===== config.mk =====
export PLATFORM = sky130hd
export DESIGN_NAME = demux3x1_sequencial_flat
export DESIGN_NICKNAME = d
export VERILOG_FILES = /design/src/rtl/demux3x1_sequencial_if.sv /design/src/rtl/demux3x1_sequencial.sv /design/src/flat_wrapper.sv
export SDC_FILE = /design/constraint.sdc
export NUM_CORES = 1
export LEC_CHECK = 0
export ABC_AREA = 1
export BUFFER_PORTS_ARGS = -buffer_cell sky130_fd_sc_hd__buf_2
export CAP_MARGIN = 20
export CORE_ASPECT_RATIO = 1.1
export CORE_MARGIN = 2
export CORE_UTILIZATION = 47
export DETAILED_ROUTE_END_ITERATION = 7
export GPL_ROUTABILITY_DRIVEN = 0
export PLACE_DENSITY = 0.75
export RECOVER_POWER = 50
export SLEW_MARGIN = 20
export SYNTH_ARGS = -nofsm -noshare
export SYNTH_HDL_FRONTEND = slang
export SYNTH_SLANG_ARGS = --single-unit

===== constraint.sdc =====
create_clock -name clk -period 1.3 [get_ports clk]
set_input_delay 0.065 -clock clk [delete_from_list [all_inputs] [get_ports clk]]
set_output_delay 0.065 -clock clk [all_outputs]
set_load 0.01 [all_outputs]

===== src/rtl/demux3x1_sequencial_if.sv =====
// ---------------------------------------------------------------------------
// demux3x1_sequencial_if
// Bundles the sample stream, lane-select controls and the tap-triple
// output of the 1-to-3 distributor.
//   master : sample source / triple consumer (drives din, din_valid, manual,
//            c0, c1, flush, out_ready; observes din_ready, dout_*, fill)
//   slave  : the distributor itself (the opposite directions)
// ---------------------------------------------------------------------------
interface demux3x1_sequencial_if #(
  parameter int DATA_WIDTH = 10
);
  logic [DATA_WIDTH-1:0] din;
  logic                  din_valid;
  logic                  din_ready;
  logic                  manual;
  logic                  c0;
  logic                  c1;
  logic                  flush;
  logic [DATA_WIDTH-1:0] dout_0;
  logic [DATA_WIDTH-1:0] dout_1;
  logic [DATA_WIDTH-1:0] dout_2;
  logic                  dout_valid;
  logic                  out_ready;
  logic [1:0]            fill;

  modport master (
    output din, din_valid, manual, c0, c1, flush, out_ready,
    input  din_ready, dout_0, dout_1, dout_2, dout_valid, fill
  );

  modport slave (
    input  din, din_valid, manual, c0, c1, flush, out_ready,
    output din_ready, dout_0, dout_1, dout_2, dout_valid, fill
  );
endinterface


===== src/rtl/demux3x1_sequencial.sv =====
// ---------------------------------------------------------------------------
// demux3x1_sequencial
// Registered 1-to-3 distributor: collects samples into three lane registers
// and offers them as one tap triple once every lane holds fresh data.
// Lanes fill either in order (manual=0) or at the lane addressed by {c1,c0}
// (manual=1, c1 has priority, same encoding as the 3:1 tap-select mux).
// Ports:
//   clk  - rising-edge clock
//   rst  - asynchronous active-high reset
//   bus  - slave side of demux3x1_sequencial_if:
//          din/din_valid/din_ready : sample input handshake
//          manual, c0, c1          : fill mode and manual lane select
//          flush                   : discard the current (partial) triple
//          dout_0..2/dout_valid/out_ready : tap triple output handshake
//          fill                    : number of lanes currently full
// ---------------------------------------------------------------------------
module demux3x1_sequencial #(
  parameter int DATA_WIDTH = 10
) (
  input  logic                  clk,
  input  logic                  rst,
  demux3x1_sequencial_if.slave  bus
);

  // The lane-full mask is the FSM state: 000 EMPTY, then ONE/TWO, 111 FULL.
  logic [2:0]                  mask_reg;
  logic [2:0]                  mask_next;
  logic [2:0]                  base_mask;
  logic [2:0]                  target_onehot;
  logic [2:0]                  lane_we;
  logic [2:0][DATA_WIDTH-1:0]  lane_data;

  logic full;
  logic ready_int;
  logic accept_hit;
  logic release_hit;

  assign full        = &mask_reg;
  assign ready_int   = ~full | bus.out_ready;
  assign accept_hit  = bus.din_valid & ready_int;
  assign release_hit = full & bus.out_ready;

  // -------------------------------------------------------------------------
  // State register
  // -------------------------------------------------------------------------
  always_ff @(posedge clk or posedge rst) begin
    if (rst) begin
      mask_reg <= 3'b000;
    end else begin
      mask_reg <= mask_next;
    end
  end

  // -------------------------------------------------------------------------
  // Next-state logic
  // -------------------------------------------------------------------------
  always_comb begin
    // A release empties the triple before the incoming sample is placed, so
    // in automatic mode a simultaneous accept always lands in lane 0.
    base_mask = release_hit ? 3'b000 : mask_reg;

    target_onehot = 3'b000;
    if (bus.manual) begin
      if (bus.c1) begin
        target_onehot = 3'b100;
      end else if (bus.c0) begin
        target_onehot = 3'b010;
      end else begin
        target_onehot = 3'b001;
      end
    end else begin
      // Lowest empty lane; lanes already filled manually are skipped.
      if (!base_mask[0]) begin
        target_onehot = 3'b001;
      end else if (!base_mask[1]) begin
        target_onehot = 3'b010;
      end else if (!base_mask[2]) begin
        target_onehot = 3'b100;
      end
    end

    lane_we   = 3'b000;
    mask_next = mask_reg;
    if (bus.flush) begin
      // Flush wins over both accept and release; lane data is left intact.
      mask_next = 3'b000;
    end else begin
      mask_next = base_mask;
      if (accept_hit) begin
        mask_next = base_mask | target_onehot;
        lane_we   = target_onehot;
      end
    end
  end

  // -------------------------------------------------------------------------
  // Lane data registers
  // -------------------------------------------------------------------------
  genvar gi;
  generate
    for (gi = 0; gi < 3; gi++) begin : g_lane
      logic [DATA_WIDTH-1:0] data_reg;

      always_ff @(posedge clk or posedge rst) begin
        if (rst) begin
          data_reg <= '0;
        end else if (lane_we[gi]) begin
          data_reg <= bus.din;
        end
      end

      assign lane_data[gi] = data_reg;
    end
  endgenerate

  // -------------------------------------------------------------------------
  // Output logic
  // -------------------------------------------------------------------------
  always_comb begin
    bus.dout_0     = lane_data[0];
    bus.dout_1     = lane_data[1];
    bus.dout_2     = lane_data[2];
    bus.dout_valid = full;
    bus.din_ready  = ready_int;
    bus.fill       = {1'b0, mask_reg[0]} + {1'b0, mask_reg[1]} + {1'b0, mask_reg[2]};
  end

endmodule

===== src/flat_wrapper.sv =====
// flat-port wrapper written by rule: the top's interface ports become plain ports
module demux3x1_sequencial_flat 
#(
  parameter int DATA_WIDTH = 10
)
  (clk, rst, bus_din, bus_din_valid, bus_manual, bus_c0, bus_c1, bus_flush, bus_out_ready, bus_din_ready, bus_dout_0, bus_dout_1, bus_dout_2, bus_dout_valid, bus_fill);
  demux3x1_sequencial_if #(.DATA_WIDTH(DATA_WIDTH)) bus_i ();
  input  logic clk;
  input  logic rst;
  input wire logic [$bits(bus_i.din)-1:0] bus_din;
  input wire logic [$bits(bus_i.din_valid)-1:0] bus_din_valid;
  input wire logic [$bits(bus_i.manual)-1:0] bus_manual;
  input wire logic [$bits(bus_i.c0)-1:0] bus_c0;
  input wire logic [$bits(bus_i.c1)-1:0] bus_c1;
  input wire logic [$bits(bus_i.flush)-1:0] bus_flush;
  input wire logic [$bits(bus_i.out_ready)-1:0] bus_out_ready;
  output wire logic [$bits(bus_i.din_ready)-1:0] bus_din_ready;
  output wire logic [$bits(bus_i.dout_0)-1:0] bus_dout_0;
  output wire logic [$bits(bus_i.dout_1)-1:0] bus_dout_1;
  output wire logic [$bits(bus_i.dout_2)-1:0] bus_dout_2;
  output wire logic [$bits(bus_i.dout_valid)-1:0] bus_dout_valid;
  output wire logic [$bits(bus_i.fill)-1:0] bus_fill;
  assign bus_i.din = bus_din;
  assign bus_i.din_valid = bus_din_valid;
  assign bus_i.manual = bus_manual;
  assign bus_i.c0 = bus_c0;
  assign bus_i.c1 = bus_c1;
  assign bus_i.flush = bus_flush;
  assign bus_i.out_ready = bus_out_ready;
  assign bus_din_ready = bus_i.din_ready;
  assign bus_dout_0 = bus_i.dout_0;
  assign bus_dout_1 = bus_i.dout_1;
  assign bus_dout_2 = bus_i.dout_2;
  assign bus_dout_valid = bus_i.dout_valid;
  assign bus_fill = bus_i.fill;
  demux3x1_sequencial #(.DATA_WIDTH(DATA_WIDTH)) u_core (.clk(clk), .rst(rst), .bus(bus_i));
endmodule

Word level (Yosys, flattened, before mapping)
Index checks and enable logic that the tools add are counted.

storage, ports and cells
  input port bits = 18
  word-level logic and storage cells = 23
  register bits after elaboration = 33
  output and inout bits = 34

operators by class
  bitwise logic cells = 5
  multiplexer cells = 11
  add/subtract/negate cells = 2
  reduce and logical (&&, ||, !) cells = 1

operator list
  kind                                    count
  3-bit two-way mux                       10
  3-bit OR                                1
  3-bit AND reduction                     1
  1-bit by 1-bit adder with 2-bit output  1
  2-bit by 1-bit adder with 2-bit output  1
  1-bit AND                               2
  2-bit two-way mux                       1
  1-bit inverter                          1
  1-bit OR                                1

Depth between registers and ports, before layout
Gate-level depths: netlist of the first run.

  depth after elaboration = 10
  depth in mapped cells = 8
  depth with buffers taken out = 7

Worst setup path after synthesis of the first run
OpenSTA, ideal clock, no wires.

  path kind = reg-to-reg
  start point = reg u_core.mask_reg[0]
  end point = reg u_core.g_lane[0].data_reg[0] (netlist: u_core.bus.dout_0[0])
  slack = 0.118 ns
  arrival = 1.065 ns
  stages on the path, launching flop included = 8
  required time = 1.183 ns
  setup time = 0.117 ns
  path through = dfrtp_1 > nand3_2 > nor2_4 > nor2_4 > nand3_2 > buf_6 > nand2_2 > nand2_1

between the ends
  word-level cells in the longest chain between the ends = 8
  elaborated cells on any way between the ends = 11

RTL lines
  what                      RTL line                    text
  start: declaration        demux3x1_sequencial.sv:26   logic [2:0] mask_reg;
  start signal: assignment  demux3x1_sequencial.sv:50   mask_reg <= mask_next;
  3-bit AND reduction       demux3x1_sequencial.sv:38   assign full = &mask_reg;
  1-bit AND                 demux3x1_sequencial.sv:41   assign release_hit = full & bus.out_ready;
  3-bit two-way mux         demux3x1_sequencial.sv:60   base_mask = release_hit ? 3'b000 : mask_reg;
  3-bit two-way mux         demux3x1_sequencial.sv:75   end else if (!base_mask[1]) begin
  3-bit two-way mux         demux3x1_sequencial.sv:73   if (!base_mask[0]) begin
  3-bit two-way mux         demux3x1_sequencial.sv:63   if (bus.manual) begin
  3-bit two-way mux *       demux3x1_sequencial.sv:89   if (accept_hit) begin
  3-bit two-way mux *       demux3x1_sequencial.sv:84   if (bus.flush) begin
  end signal: assignment    demux3x1_sequencial.sv:108  data_reg <= bus.din;
  end: declaration          demux3x1_sequencial.sv:102  logic [DATA_WIDTH-1:0] data_reg;

Mark *: on every way between the ends. The rest lies on a longest branch, timed or not.
A chain may end at the register's enable or synchronous reset.

Final worst setup path of the first run
  start point = reg u_core.mask_reg[1]
  end point = out bus_fill[0]

between the ends
  word-level cells in the longest chain between the ends = 2

RTL lines
  what                                    RTL line                    text
  1-bit by 1-bit adder with 2-bit output  demux3x1_sequencial.sv:125  bus.fill = {1'b0, mask_reg[0]} + {1'b0, mask_reg[1]} + {1'b0, mask_reg[2]};
  2-bit by 1-bit adder with 2-bit output  demux3x1_sequencial.sv:125
  end: declaration                        flat_wrapper.sv:22          output wire logic [$bits(bus_i.fill)-1:0] bus_fill;

No other way between the ends.

==> out/qor.csv, run 1 <==
stage;metric;value;unit
global_routing;grt_pass1_wl;6050;um
floorplan;start_util;50.3;%
setup_path;rrSetupSlack;-130;ps
setup_path;cp_slowest_cell;fa_1;
global_routing;grt_max_degree;34;
sta;relSlewSlack;42.3;%
logic_synthesis;synth_nets;169;
hold_path;hold_depth;3;
run_status;violations;DRC, setup timing;
sta;max_freq;0.666;GHz
drt;vias_per_cell;5.23;
clock_network;worstSkewPairLatency;320;ps
job;drv_cap;0;
clock_network;root_buffer;clkbuf_4;
setup_path;path_cells;buf_6 -> fa_1 -> buf_2;
logic_synthesis;synthAdderAreaFrac;1.28;%
setup_path;arrival;1440;ps
logic_synthesis;synthMuxAreaShare;0;%
power;power_density;1300;mW/mm2
floorplan;die_w;58.9;um
layout;syn_to_final_growth;36.5;%
sta;hold_viol;0;
drt;routed_wl;3840;um
sta;finalClockSkew;5.12;ps
sta;post-route-min-period;1500;ps
layout;fin_area;0.00213;mm2
layout;num_antenna_cells;0;
logic_synthesis;syn-instance-count;150;
clock_network;h-tree-depth;2;
global_routing;grt_pass1_vias;1344;
layout;drive_gt1_share;54.1;%
logic_synthesis;synth-seq-cells;33;
setup_path;critPathBufInv;2;
layout;utilization;68.6;%
placed_design;hpwlAfterDp;2570;um
layout;fin_nets;239;
setup_path;cp_max_fo;2;
floorplan;die_area;0.00379;mm2
logic_synthesis;synthXorXnorAreaFrac;0;%
logic_synthesis;synthSimpleGateAreaFrac;27.4;%
clock_network;cts.sinks;33;
power;leakagePower;1.13;nW
logic_synthesis;ys_seq_area_share;53.0;%
drt;first_pass_iters;6;
sta;worst_slew_pin_slew;856;ps
logic_synthesis;netlist_top_cells_area;dfrtp_1 53%, nand2_4 7.2%, nand2_1 6.7%;
placed_design;place_area;0.00187;mm2
floorplan;ios;52;
drt;vias;1329;
drt;first_iter_violations;58;
setup_path;cp.required;1240;ps
global_routing;overflow;0;
hold_path;hp-class;in -> reg;
power;ir_drop;0.979;mV
setup_path;worst_setup_path_end_kind;output pin;
sta;fin_ws;-202;ps
sta;rsz0062_at_grt;true;
clock_network;cts_tree;done;
sta;fin_crit_sh;116;%
clock_network;numCtsBuffers;5;
logic_synthesis;synth_area;0.00156;mm2
hold_path;hp-start;bus_din[4];
sta;setup_viol;33;
setup_path;crit_type;reg -> out;
setup_path;rr_startpoint;u_core.mask_reg[1];
setup_path;crit-reg2reg-capture;u_core.bus.dout_2[7];
logic_synthesis;synth_compound_area_share;9.71;%
floorplan;row_count;21;
logic_synthesis;syn_area_per_cell;10.4;um2
drt;antenna_left;0;
setup_path;rr_worst_depth;9;
setup_path;slowest_delay;460;ps
run_status;outcome;complete, but fails checks;
setup_path;start_kind;flip-flop;
sta;slew_violations;0;
hold_path;whs_endpoint;u_core.bus.dout_0[4];
logic_synthesis;synth_top_family_by_area;simple AND/OR/NAND/NOR gates;
logic_synthesis;synth_cell_type_count;22;
logic_synthesis;yosysWarningCount;0;
drt;drc;4;
floorplan;fp.coreArea;0.00310;mm2
logic_synthesis;netlist.area_leader.share;53.0;%
global_routing;grt_usage;21.5;%
clock_network;cts.clk_slew.worst_paths;90;ps
clock_network;clockBufferDepth;2;
logic_synthesis;synth_top_area_cell;dfrtp_1;
floorplan;die_h;64.4;um
setup_path;cp_top_family;adder cells;
placed_design;port_buffers;51;
drt;post_drt_wl_per_cell;15.1;um
global_routing;antenna_found_initial;0;
==> worst min-delay path: cells and delay by family <==
kind / cells / cell delay [ps]
and+or+nand+nor: 2 / 140
buffers and inverters: 1 / 100
==> report_power, final <==
part,internal [W],switching [W],total [W]
logic,0.000381,0.000448,0.000829
clock network,0.000255,0.000307,0.000562
registers,0.00123,0.000155,0.00139
total,0.00187,0.000910,0.00278
==> worst max path at each step <==
stage	from	cells past startpoint	end
final	u_core.mask_reg[1]	3	bus_fill[0]
after global routing	u_core.mask_reg[1]	3	bus_fill[0]
after CTS	u_core.mask_reg[1]	3	bus_fill[0]
after detailed placement	u_core.mask_reg[0]	5	u_core.bus.dout_0[6]
after global placement	u_core.mask_reg[0]	6	u_core.bus.dout_1[4]
after floorplan	u_core.mask_reg[0]	7	u_core.bus.dout_0[0]
==> per-layer routing <==
| metal | track usage, % | part of all wire, % | vias to the layer above |
|---|---|---|---|
| met5 | 0 | 0 | - |
| met4 | 9.09 | 2.2 | 0 |
| met3 | 6.07 | 5.7 | 12 |
| met2 | 35.3 | 52 | 52 |
| met1 | 26.1 | 40 | 637 |
| li1 | - | - | 628 |
==> cells in the final DEF (no fill, tap or decap), types with 2 or more instances in the layout <==
master,count
nand2_4,10
nor2_4,2
nand3_2,2
nand2_8,2
buf_6,6
dlygate4sd3_1,3
inv_1,15
o21ai_1,7
buf_12,2
nand3_1,4
nand2_2,12
nand4_1,11
clkbuf_4,5
buf_2,51
nand3_4,2
dfrtp_2,2
buf_4,5
nand2_1,25
dfrtp_1,31
o21ai_2,13
==> synthesized netlist by cell type <==
cell       n
dfrtp_1   33
nand2_1   28
inv_1     15
nand4_1   11
nand2_2   10
nand2_4   10
o21ai_1   10
o21ai_2   10
nand3_1    5
buf_4      3
buf_6      2
nand3_2    2
nor2_4     2
a21oi_2    1
buf_12     1
buf_2      1
clkbuf_1   1
fa_1       1
inv_2      1
nand3b_1   1
nor2_1     1
o21ai_0    1
==> cells by family after synthesis <==
logic type | Yosys count
flops | 33
simple gates | 70
compound gates | 22
buf+inv | 24
fa+ha+maj | 1
==> layout make-up <==
type,count,area (um2)
clock buffers,7,55.1
fillers,236,972
inverters,16,60.1
multi-input cells,95,682
flip-flops and latches,33,828
well taps,34,42.5
repair buffers,69,460
==> stage by stage <==
step | worst slack (ps) | std cells | hold WS, ps | setup TNS [ps] | total power [W]
floorplan | 118 | 150 | 194 | 0 | 0.00183
global placement | -9.94 | 235 | 159 | -58.8 | 0.00212
detailed placement | -125 | 235 | 176 | -1660 | 0.00216
CTS | -215 | 251 | 6.39 | -2550 | 0.00276
global route | -252 | 254 | 9.16 | -5330 | 0.00295
finish | -202 | 254 | 15.5 | -2610 | 0.00278
==> repair_timing <==
action / CTS / global route
setup buffers: 4 / 1
pin swaps: 6 / 2
endpoints found under the setup margin: 25 / 36
cloned: 2 / 2
endpoints found under the hold margin: 35 / 0
hold buffers: 3 / 0
resized for setup: 10 / 11
Note: power is estimated with default switching activity, not from simulation.
==> inputs of run 2 (changes only) <==
--- a/config.mk
+++ b/config.mk
@@ -10,10 +10,10 @@
 export CAP_MARGIN = 20
 export CORE_ASPECT_RATIO = 1.1
 export CORE_MARGIN = 2
-export CORE_UTILIZATION = 47
+export CORE_UTILIZATION = 45
 export DETAILED_ROUTE_END_ITERATION = 7
 export GPL_ROUTABILITY_DRIVEN = 0
-export PLACE_DENSITY = 0.75
+export PLACE_DENSITY = 0.73
 export RECOVER_POWER = 50
 export SLEW_MARGIN = 20
 export SYNTH_ARGS = -nofsm -noshare
==> constraint.sdc (replaced) <==
create_clock -name clk -period 1.25 [get_ports clk]
set_input_delay 0.0625 -clock clk [delete_from_list [all_inputs] [get_ports clk]]
set_output_delay 0.0625 -clock clk [all_outputs]
set_load 0.01 [all_outputs]
==> run 2 against run 1 <==
The flow finishes with violations (hold timing, setup timing). Global-route usage decreased by 0.64 points. Cell count increased by 8.3%. Wire length decreased by 3.3%. Final area increased by 4.4%. Die area increased by 4.1%. Clock skew increased by 7.5 ps. Via count decreased by 2.1%. Sequential share of layout area decreased by 1.7 points. Critical path depth unchanged. Flip-flop and latch count unchanged. Count of clock-buffer cells in the layout unchanged. First-iteration DRC count decreased by 41%. Critical endpoint unchanged.
==> out/qor.csv, run 2 (synthesis results as in run 1) <==
stage;metric;value;unit;change
run_status;outcome;complete, but fails checks;;
run_status;violations;hold timing, setup timing;;
global_routing;grt_max_degree;34;;unchanged
clock_network;h-tree-depth;2;;unchanged
setup_path;crit_start;u_core.mask_reg[2];;
clock_network;cts.clk_slew.worst_paths;100;ps;about the same
layout;fillers;247;;+4.7%
placed_design;placed_cells;254;;+8.1%
global_routing;grtUsageMet3;3.94;%;-2.1 points
setup_path;start_kind;flip-flop;;
global_routing;antenna_found_initial;0;;unchanged
global_routing;busiest_layer;met2;;
drt;post_drt_wl_per_cell;13.5;um;-11%
layout;num_antenna_cells;0;;unchanged
clock_network;numCtsBuffers;5;;unchanged
floorplan;die_w;60.1;um;+2.0%
hold_path;hp-class;in -> reg;;
sta;rsz0062_at_grt;true;;
layout;drive_gt1_share;52.4;%;-1.7 points
sta;fin_ws;-289;ps;-87.4 ps
layout;multiInputGateArea;612;um2;-10%
setup_path;rr_worst_depth;9;;unchanged
setup_path;setup.worst_path.end;bus_fill[0];;
layout;final-seq-area;827;um2;-0.15%
power;finalPower;0.00312;W;+12%
placed_design;port_buffers;51;;unchanged
setup_path;arrival;1480;ps;+40 ps
global_routing;met2_usage;35.5;%;+0.18 points
drt;drc;0;;-4
layout;fin_nets;245;;+2.5%
clock_network;cts.sinks;33;;unchanged
setup_path;crit_type;reg -> out;;
floorplan;fp.coreArea;0.00333;mm2;+7.4%
floorplan;ios;52;;unchanged
sta;max_freq;0.650;GHz;
clock_network;worstSkewPairLatency;340;ps;+20 ps
global_routing;grt_usage;20.9;%;-0.64 points
setup_path;crit-reg2reg-capture;u_core.bus.dout_2[2];;
drt;routed_wl;3720;um;-3.3%
setup_path;cp_max_fo;2;;unchanged
clock_network;root_buffer;clkbuf_4;;
placed_design;hpwlAfterDp;2420;um;-5.9%
global_routing;grt_pass1_vias;1266;;-5.8%
sta;post-route-min-period;1540;ps;
clock_network;cts_tree;done;;
global_routing;met1_usage;25.4;%;-0.65 points
clock_network;clockBufferDepth;2;;unchanged
layout;syn_to_final_growth;42.5;%;
layout;final_cell_mix;51 x buf_2, 32 x dfrtp_1, 28 x nand2_1;;
setup_path;rrSetupSlack;-230;ps;-100 ps
drt;antenna_left;0;;unchanged
sta;worst_slew_pin_slew;787;ps;-68.9 ps
floorplan;start_util;46.8;%;-3.5 points
setup_path;rr_startpoint;u_core.mask_reg[2];;
power;ir_drop;0.879;mV;-10%
setup_path;worst_setup_path_end_kind;output pin;;
drt;first_iter_violations;34;;-41%
layout;fin_cells;275;;+8.3%
global_routing;grt_pass1_wl;6060;um;+0.12%
global_routing;overflow;0;;unchanged
sta;hold_viol;4;;+4
sta;slew_violations;0;;unchanged
drt;first_pass_iters;4;;-2
job;drv_cap;0;;unchanged
power;power_density;1400;mW/mm2;+7.5%
sta;relSlewSlack;47.5;%;+5.2 points
drt;vias_per_cell;4.73;;-9.6%
floorplan;row_count;22;;+4.8%
setup_path;cp.required;1190;ps;-50 ps
sta;finalClockSkew;12.6;ps;+7.46 ps
layout;mostFrequentLayoutCell;buf_2;;
placed_design;pre_cts_ws;-40.7;ps;+84.5 ps
floorplan;die_area;0.00395;mm2;+4.1%
floorplan;die_h;65.7;um;+2.1%
sta;setup_viol;36;;+9.1%
sta;whs;-7.56;ps;-23.0 ps
drt;vias;1301;;-2.1%
power;leakagePower;1.22;nW;+7.7%
sta;fin_crit_sh;123;%;
## run 2: layer usage
layer	vias to the layer above	part of all wire [%]
met5	-	0
met2	42	53
met4	0	2.4
met1	610	39
met3	9	5.0
li1	640	-
## run 2: stage by stage
step	hold slack [ps]	cell area, um2	util [%]	TNS, ps
5_1_grt	-0.975	2220	66.7	-8320
3_5_place_dp	165	1920	57.7	-656
3_3_place_gp	168	1920	57.7	0
4_1_cts	0.200	2190	65.9	-5120
6_report	-7.56	2220	66.7	-6150
2_1_floorplan	191	1560	-	0
## run 2: layout make-up
cell class              count  area share (%)
inverters                  16            2.70
clock buffers               7            2.48
clock inverters             1            1.35
well taps                  48            2.70
flip-flops and latches     33            37.2
multi-input cells          93            27.5
repair buffers             77            26.0
## run 2: critical path, cell delays in order, from the launching register on
cell,delay (ps)
dfrtp_1,400
buf_6,120
fa_1,500
buf_2,130
## run 2: repair_timing
action | in CTS | in global routing
setup endpoints to repair | 33 | 36
hold buffers | 1 | 1
pin swaps | 4 | 0
hold endpoints to repair | 33 | 1
buffers inserted | 6 | 1
resized for setup | 12 | 0
gates cloned | 4 | 0
## run 2: worst min-delay path by stage
stage / startpoint / end / slack [ps] / cells past startpoint
3_5_place_dp: rst / u_core.mask_reg[1] / 160 / 3
2_1_floorplan: rst / u_core.bus.dout_0[0] / 190 / 1
3_3_place_gp: rst / u_core.mask_reg[1] / 170 / 3
5_1_grt: bus_din[2] / u_core.bus.dout_0[2] / -1 / 3
4_1_cts: bus_din[2] / u_core.bus.dout_0[2] / 0.2 / 3
6_report: bus_din[9] / u_core.bus.dout_2[9] / -8 / 3
## run 2: power breakdown
group	switching, W	leakage (nW)	internal [W]	total [W]
clock network	0.000346	0.0455	0.000477	0.000823
logic	0.000444	0.759	0.000416	0.000860
registers	0.000154	0.413	0.00128	0.00143
==> inputs of run 3 (changes only) <==
--- a/config.mk
+++ b/config.mk
@@ -10,7 +10,7 @@
 export CAP_MARGIN = 20
 export CORE_ASPECT_RATIO = 1.1
 export CORE_MARGIN = 2
-export CORE_UTILIZATION = 45
+export CORE_UTILIZATION = 47
 export DETAILED_ROUTE_END_ITERATION = 7
 export GPL_ROUTABILITY_DRIVEN = 0
 export PLACE_DENSITY = 0.73
==> constraint.sdc (replaced) <==
create_clock -name clk -period 1.95 [get_ports clk]
set_input_delay 0.0975 -clock clk [delete_from_list [all_inputs] [get_ports clk]]
set_output_delay 0.0975 -clock clk [all_outputs]
set_load 0.01 [all_outputs]
==> run 3 against run 2 <==
The run ends with DRC left. Via count is 5.9% lower. Wire length is 12% lower. Clock skew hardly changed. Die area is 4.0% lower. Critical endpoint is now u_core.bus.dout_0[7].
==> out/qor.csv, run 3 (synthesis results as in run 1) <==
stage;metric;value;unit;change
run_status;outcome;complete, but fails checks;;
run_status;violations;DRC;;
power;ir_drop;0.638;mV;-27%
setup_path;rrSetupSlack;220;ps;+450 ps
drt;post_drt_wl_per_cell;13.7;um;+1.3%
placed_design;place_area;0.00180;mm2;-6.5%
setup_path;crit-reg2reg-capture;u_core.bus.dout_0[7];;
sta;relSlewSlack;47.9;%;+0.39 points
sta;worst_slew_pin_slew;781;ps;-5.89 ps
clock_network;h-tree-depth;2;;unchanged
floorplan;row_count;21;;-4.5%
clock_network;cts.clk_slew.worst_paths;100;ps;about the same
drt;antenna_left;0;;unchanged
setup_path;rr_worst_depth;5;;-4
hold_path;hp-class;in -> reg;;
setup_path;start_kind;flip-flop;;
setup_path;crit_type;reg -> reg;;
layout;utilization;59.8;%;-6.9 points
global_routing;grt_pass1_wl;5510;um;-9.0%
sta;rsz0062_at_grt;false;;
global_routing;grt_usage;19.7;%;-1.2 points
drt;drc;3;;+3
setup_path;cp.required;2180;ps;+990 ps
setup_path;cp_slowest_cell;dfrtp_1;;
floorplan;die_w;58.9;um;-2.0%
setup_path;slowest_delay;490;ps;about the same
sta;post-route-min-period;1730;ps;
layout;fin_area;0.00185;mm2;-17%
clock_network;root_buffer;clkbuf_4;;
drt;routed_wl;3260;um;-12%
placed_design;port_buffers;51;;unchanged
sta;fin_crit_sh;88.8;%;
layout;num_antenna_cells;0;;unchanged
drt;vias_per_cell;5.14;;+8.7%
clock_network;clockBufferDepth;2;;unchanged
hold_path;whs_endpoint;u_core.bus.dout_2[8];;
sta;fin_ws;218;ps;+507 ps
sta;finalClockSkew;12.4;ps;-0.136 ps
layout;final-seq-area;826;um2;-0.15%
layout;mostFrequentLayoutCell;buf_2;;
setup_path;path_cells;nand4_1 -> nand3_1 -> nand3_2 -> nand2_2 -> nand2_1;;
global_routing;antenna_found_initial;0;;unchanged
clock_network;cts_tree;done;;
global_routing;overflow;0;;unchanged
global_routing;grt_pass1_vias;1200;;-5.2%
placed_design;hpwlAfterDp;2480;um;+2.6%
floorplan;die_h;64.4;um;-2.0%
job;drv_cap;0;;unchanged
layout;fillers;288;;+17%
setup_path;cp_max_fo;11;;+9
clock_network;numCtsBuffers;5;;unchanged
sta;hold_viol;0;;-4
drt;first_pass_iters;6;;+2
drt;vias;1224;;-5.9%
clock_network;cts_setup_buffers;0;;-6
hold_path;hold_depth;3;;unchanged
power;power_density;979;mW/mm2;-30%
setup_path;arrival;1960;ps;+480 ps
sta;setup_viol;0;;-100%
layout;fin_nets;222;;-9.4%
clock_network;cts.sinks;33;;unchanged
layout;drive_gt1_share;39.2;%;-13 points
sta;whs;27.3;ps;+34.8 ps
floorplan;fp.coreArea;0.00310;mm2;-6.9%
floorplan;ios;52;;unchanged
sta;slew_violations;0;;unchanged
sta;fin_setup_tns;0;ps;+6150 ps
placed_design;pre_cts_ws;251;ps;+292 ps
global_routing;grt_max_degree;34;;unchanged
layout;multiInputGateArea;599;um2;-2.0%
floorplan;die_area;0.00379;mm2;-4.0%
floorplan;start_util;50.3;%;+3.5 points
clock_network;worstSkewPairLatency;340;ps;about the same
hold_path;hp-start;bus_din[8];;
setup_path;worst_setup_path_end_kind;flip-flop;;
power;leakagePower;0.976;nW;-20%
layout;final_cell_mix;34 x buf_2, 33 x dfrtp_1, 28 x nand2_1;;
drt;first_iter_violations;42;;+24%
sta;max_freq;0.577;GHz;
layout;syn_to_final_growth;18.9;%;
setup_path;rr_startpoint;u_core.mask_reg[0];;
==> run 3: cell type report <==
class	instances	area share, %
inverter	16	3.24
clock buffer	7	3.51
multi-input combinational	93	32.3
timing repair buffer	54	13.8
clock inverter	1	0.270
tap	34	2.29
sequential	33	44.5
==> run 3: critical path: cells and delay by family (launching register included) <==
kind | cells | cell delay, ps
flops | 1 | 490
simple gates | 5 | 1140
==> run 3: through the flow <==
step,total power (W),instances
finish,0.00181,238
global route,0.00193,238
CTS,0.00186,238
detailed placement,0.00142,229
global placement,0.00140,229
floorplan,0.00122,150
==> run 3: per-layer routing <==
metal / part of all wire [%] / GRT usage [%] / wire length (um) / vias to the layer above
met3: 7.5 / 7.09 / 244 / 5
met4: 1.4 / 5.97 / 45 / 0
li1: - / - / - / 593
met5: 0 / 0 / 0 / -
met2: 52 / 33.5 / 1700 / 43
met1: 39 / 22.8 / 1270 / 583
==> run 3: worst max path at each step <==
stage                                   from                    to  slack [ps]
final                     u_core.mask_reg[0]  u_core.bus.dout_0[7]         220
after global routing      u_core.mask_reg[0]  u_core.bus.dout_0[0]          40
after detailed placement  u_core.mask_reg[0]  u_core.bus.dout_0[7]         250
after floorplan           u_core.mask_reg[0]  u_core.bus.dout_0[0]         770
after global placement    u_core.mask_reg[0]  u_core.bus.dout_0[8]         360
after CTS                 u_core.mask_reg[0]  u_core.bus.dout_0[7]         240
==> run 3: power by group <==
group	switching (W)	leakage, nW	total (W)	internal (W)
logic	0.000262	0.521	0.000454	0.000192
registers	0.000109	0.415	0.000929	0.000820
clock network	0.000224	0.0413	0.000432	0.000209
total	0.000594	0.976	0.00181	0.00122
==> run 3: what timing repair did <==
item,4_1_cts,5_1_grt
endpoints found under the hold margin,33,0
gates resized for setup,0,0
hold buffers,1,0
